File: config.mk
export PLATFORM = sky130hd
export DESIGN_NAME = axis_pkt_framer
export DESIGN_NICKNAME = d
export VERILOG_FILES = /design/src/rtl/axis_pkt_framer.sv
export SDC_FILE = /design/constraint.sdc
export NUM_CORES = 1
export LEC_CHECK = 0
export BUFFER_PORTS_ARGS = -buffer_cell sky130_fd_sc_hd__buf_2
export CAP_MARGIN = 30
export CORE_ASPECT_RATIO = 0.75
export CORE_UTILIZATION = 52
export DETAILED_ROUTE_END_ITERATION = 12
export HOLD_SLACK_MARGIN = 0.12
export PLACE_DENSITY = 0.9
export SYNTH_ARGS = -nofsm -noshare
export SYNTH_HDL_FRONTEND = slang
export SYNTH_SLANG_ARGS = --single-unit
File: constraint.sdc
create_clock -name axis_clk -period 2 [get_ports axis_clk]
set_clock_uncertainty 0.1 [all_clocks]
set_input_delay 0.4 -clock axis_clk [delete_from_list [all_inputs] [get_ports axis_clk]]
set_output_delay 0.4 -clock axis_clk [all_outputs]
set_load 0.01 [all_outputs]
File: src/rtl/axis_pkt_framer.sv
// AXI-Stream packet framer: slices a raw word stream into fixed-length packets,
// prepending a header beat (magic, sequence, length) flagged with tuser.
module axis_pkt_framer #(
  parameter int unsigned DATA_WIDTH = 32,
  parameter logic [15:0] HDR_MAGIC  = 16'hA5C3
) (
  input  logic                  axis_clk,
  input  logic                  axis_rst_n,
  input  logic                  ctrl_en,
  input  logic [7:0]            cfg_pkt_len,
  input  logic                  s_axis_tvalid,
  output logic                  s_axis_tready,
  input  logic [DATA_WIDTH-1:0] s_axis_tdata,
  output logic                  m_axis_tvalid,
  input  logic                  m_axis_tready,
  output logic [DATA_WIDTH-1:0] m_axis_tdata,
  output logic                  m_axis_tlast,
  output logic                  m_axis_tuser,
  output logic [15:0]           stat_pkt_cnt
);

  typedef enum logic [1:0] {
    IDLE    = 2'd0,
    HEADER  = 2'd1,
    PAYLOAD = 2'd2
  } state_t;

  state_t state_q, state_d;

  logic [7:0]            len_q;
  logic [7:0]            cnt_q;
  logic [7:0]            seq_q;
  logic                  slot_free_c;
  logic                  start_c;
  logic                  load_hdr_c;
  logic                  load_dat_c;
  logic                  pkt_done_c;
  logic [DATA_WIDTH-1:0] hdr_word_c;

  // Output register may be refilled when empty or being drained this cycle.
  assign slot_free_c   = !m_axis_tvalid || m_axis_tready;
  assign s_axis_tready = (state_q == PAYLOAD) && slot_free_c;

  always_comb begin
    hdr_word_c        = '0;
    hdr_word_c[31:0]  = {HDR_MAGIC, seq_q, len_q};
  end

  always_ff @(posedge axis_clk or negedge axis_rst_n) begin
    if (!axis_rst_n) begin
      state_q <= IDLE;
    end else begin
      state_q <= state_d;
    end
  end

  always_comb begin
    state_d    = state_q;
    start_c    = 1'b0;
    load_hdr_c = 1'b0;
    load_dat_c = 1'b0;
    pkt_done_c = 1'b0;
    unique case (state_q)
      IDLE: begin
        if (ctrl_en && s_axis_tvalid) begin
          start_c = 1'b1;
          state_d = HEADER;
        end
      end
      HEADER: begin
        if (slot_free_c) begin
          load_hdr_c = 1'b1;
          state_d    = PAYLOAD;
        end
      end
      PAYLOAD: begin
        if (s_axis_tvalid && slot_free_c) begin
          load_dat_c = 1'b1;
          if (cnt_q == 8'd0) begin
            pkt_done_c = 1'b1;
            state_d    = IDLE;
          end
        end
      end
      default: state_d = IDLE;
    endcase
  end

  // Packet bookkeeping and the single output register.
  always_ff @(posedge axis_clk or negedge axis_rst_n) begin
    if (!axis_rst_n) begin
      len_q         <= 8'd0;
      cnt_q         <= 8'd0;
      seq_q         <= 8'd0;
      stat_pkt_cnt  <= 16'd0;
      m_axis_tvalid <= 1'b0;
      m_axis_tdata  <= '0;
      m_axis_tlast  <= 1'b0;
      m_axis_tuser  <= 1'b0;
    end else begin
      if (start_c) begin
        len_q <= cfg_pkt_len;
        cnt_q <= cfg_pkt_len;
      end else if (load_dat_c) begin
        cnt_q <= cnt_q - 8'd1;
      end

      if (pkt_done_c) begin
        seq_q        <= seq_q + 8'd1;
        stat_pkt_cnt <= stat_pkt_cnt + 16'd1;
      end

      if (load_hdr_c) begin
        m_axis_tdata  <= hdr_word_c;
        m_axis_tuser  <= 1'b1;
        m_axis_tlast  <= 1'b0;
        m_axis_tvalid <= 1'b1;
      end else if (load_dat_c) begin
        m_axis_tdata  <= s_axis_tdata;
        m_axis_tuser  <= 1'b0;
        m_axis_tlast  <= (cnt_q == 8'd0);
        m_axis_tvalid <= 1'b1;
      end else if (slot_free_c) begin
        m_axis_tvalid <= 1'b0;
      end
    end
  end

endmodule
==> flow_summary.json <==
{
  "status": "complete, no violations",
  "drt_iter0_markers": 139,
  "wl_per_cell_um": 15.8,
  "grt_pass1_vias": 2855,
  "drt_pre_antenna_iters": 4,
  "die_w_um": 96.0,
  "total_power_w": 0.00585,
  "hold_path_class": "in2reg",
  "cts_buffer_depth": 2,
  "rows": 25,
  "fmax_mhz": 518,
  "yosys_warnings": 0,
  "syn_inst": 344,
  "synthFlopType": "dfrtp_1",
  "powerDensity_nw_per_um2": 1350,
  "ys_ff_latch": 77,
  "yosysMostFrequentCell": "dfrtp_1",
  "wl_um": 8400,
  "grt_usage_pct": 25.8,
  "ys_seq_area_share_pct": 55.9,
  "p_leak_nw": 2.22,
  "cap_violations": 0,
  "required_ps": 2170,
  "worstMarginPinSlew_ps": 494,
  "place_congestion": 0.845,
  "portBuffers": 96,
  "cp-end-kind": "flip-flop",
  "irDropWorstVdd_uv": 497,
  "setup_viol": 0,
  "synthMuxAreaShare_pct": 0.979,
  "dieHeight_um": 72.5,
  "htreeDepth": 3,
  "min_period_ps": 1930,
  "ant_nets": 0,
  "synth_xor_area_share_pct": 7.11,
  "core_um2": 6350,
  "synth_top_area_share_pct": 55.9,
  "antennaDiodeCount": 0,
  "yosysTopAreaCell": "dfrtp_1",
  "start_kind": "flip-flop",
  "fin_nets": 495,
  "synthTopCellsByArea": "dfrtp_1 (56%), nand2_1 (7.3%), xor2_1 (5.1%)",
  "root_buffer": "clkbuf_8",
  "synth_top_family_by_area": "simple AND/OR/NAND/NOR gates",
  "dp_hpwl_um": 5740,
  "cts_tree": "done",
  "path_cells": "inv_1 -> ha_1 -> nor3b_1 -> buf_4 -> nand2_4 -> nor4_1 -> xor2_1",
  "hold_viol": 0,
  "antenna_found_initial": 0,
  "slew_violations": 0,
  "grt_pass1_wl_um": 13500,
  "grt_max_degree": 44,
  "viasPerCell": 5.61,
  "num_vias": 2985,
  "drive_gt1_share_pct": 31.0,
  "cts_sinks": 77,
  "slowest_stage": "nor4_1",
  "io_pins": 97,
  "synth_cell_type_count": 38,
  "worstPathMaxFanout": 18,
  "start_util_pct": 54.3,
  "die_area_um2": 6970,
  "synth.top_cells.by_count": "dfrtp_1 (77), nand2_1 (67), nand3_1 (26), nor3_1 (24), nor2_1 (21)",
  "synthArstFlopShare_pct": 100,
  "cts_buffers": 9,
  "pre_cts_slack_ps": 130,
  "avgSynthCellArea_um2": 10.0,
  "crit_arrival_ps": 2100,
  "synth-edff-count": 0,
  "synth-simple-area-share_pct": 26.2,
  "grt-ovfl-total": 0,
  "rsz0062_at_grt": "yes",
  "synth_area_um2": 3450,
  "clkTransAtPathRegs_ps": 90,
  "slew_headroom_pct": 67.1,
  "path_class": "reg2reg",
  "area_growth_syn_to_layout_pct": 25.8,
  "clk_latency_ps": 350,
  "period_share_pct": 96.5,
  "synth_compound_area_share_pct": 5.44,
  "syn_nets": 393,
  "fin_setup_tns_ps": 0,
  "synth_fa_ha_area_share_pct": 1.45,
  "drc": 0,
  "critPathMaxStageDelay_ps": 450,
  "setup_slack_ps": 69.6
}
-- worst paths after layout --
check	startpoint	to	slack, ps	depth (start not counted)
worst max-delay path	cnt_q[0]	stat_pkt_cnt[14]	70	7
worst min-delay path	s_axis_tdata[18]	m_axis_tdata[18]	130	3
max in group asynchronous	axis_rst_n	stat_pkt_cnt[4]	760	3
worst max register to register	cnt_q[0]	stat_pkt_cnt[14]	70	7
min in group asynchronous	axis_rst_n	m_axis_tdata[23]	450	2
worst min register to register	stat_pkt_cnt[15]	stat_pkt_cnt[15]	370	1
-- kinds of logic after synthesis --
logic type | Yosys count
buf+inv | 22
mux | 3
simple gates | 177
compound gates | 33
flops | 77
xor+xnor | 28
fa+ha+maj | 4
-- cell type report --
type	instances	area, um2
flip-flops and latches	77	1930
fillers	485	2010
inverters	3	11.3
multi-input cells	245	1450
clock buffers	10	138
repair buffers	110	616
well taps	81	101
clock inverters	6	93.8
-- worst max-delay path: cells and delay by family, from the launching register on --
family	cells	cell delay (ps)
simple gates	3	770
flops	1	420
buf+inv	2	240
xor+xnor	1	190
fa+ha+maj	1	130
-- layer usage --
layer / vias to the layer above / global-route usage, % / share of wire [%]
li1: 1401 / - / -
met1: 1444 / 33.7 / 45
met2: 122 / 41.0 / 46
met3: 18 / 8.18 / 7.5
met4: 0 / 8.13 / 1.8
met5: - / 0 / 0
-- stage by stage --
step / area (um2) / cells / util (%) / hold slack [ps]
5_1_grt: 4340 / 532 / 68.3 / 122
3_5_place_dp: 4070 / 515 / 64.0 / 275
3_3_place_gp: 4070 / 515 / 64.0 / 274
4_1_cts: 4310 / 532 / 67.8 / 120
2_1_floorplan: 3450 / 344 / - / 4.41
6_report: 4340 / 532 / 68.3 / 128
-- repair_timing --
| item | in CTS | in global routing |
|---|---|---|
| setup buffers | 0 | 0 |
| setup endpoints to repair | 0 | 9 |
| hold endpoints to repair | 34 | 0 |
| gates resized for setup | 0 | 5 |
| hold buffers | 1 | 0 |
-- sequential cells by signal, indices dropped and copies added, names as in the netlist --
name and cells:
cnt_q 8, len_q 8, m_axis_tdata 32, m_axis_tlast 1, m_axis_tuser 1, m_axis_tvalid 1
seq_q 8, stat_pkt_cnt 16, state_q 2
-- power by group --
group,switching [W],internal [W]
combinational,0.00112,0.000861
sequential,0.000428,0.00211
clock,0.000592,0.000747
-- layout by cell type, fill, tap and decap left out, types with 4 or more instances in the layout --
cell,instances
nor3_1,24
nor2_1,21
xnor2_1,8
nand2_1,67
buf_2,95
nand2b_1,4
buf_4,12
xor2_1,20
nand3_1,26
ha_1,4
dfrtp_1,77
o22ai_1,16
nor4_2,5
clkbuf_8,10
nand4_1,7
o21ai_0,15
(Power assumes the default switching activity.)
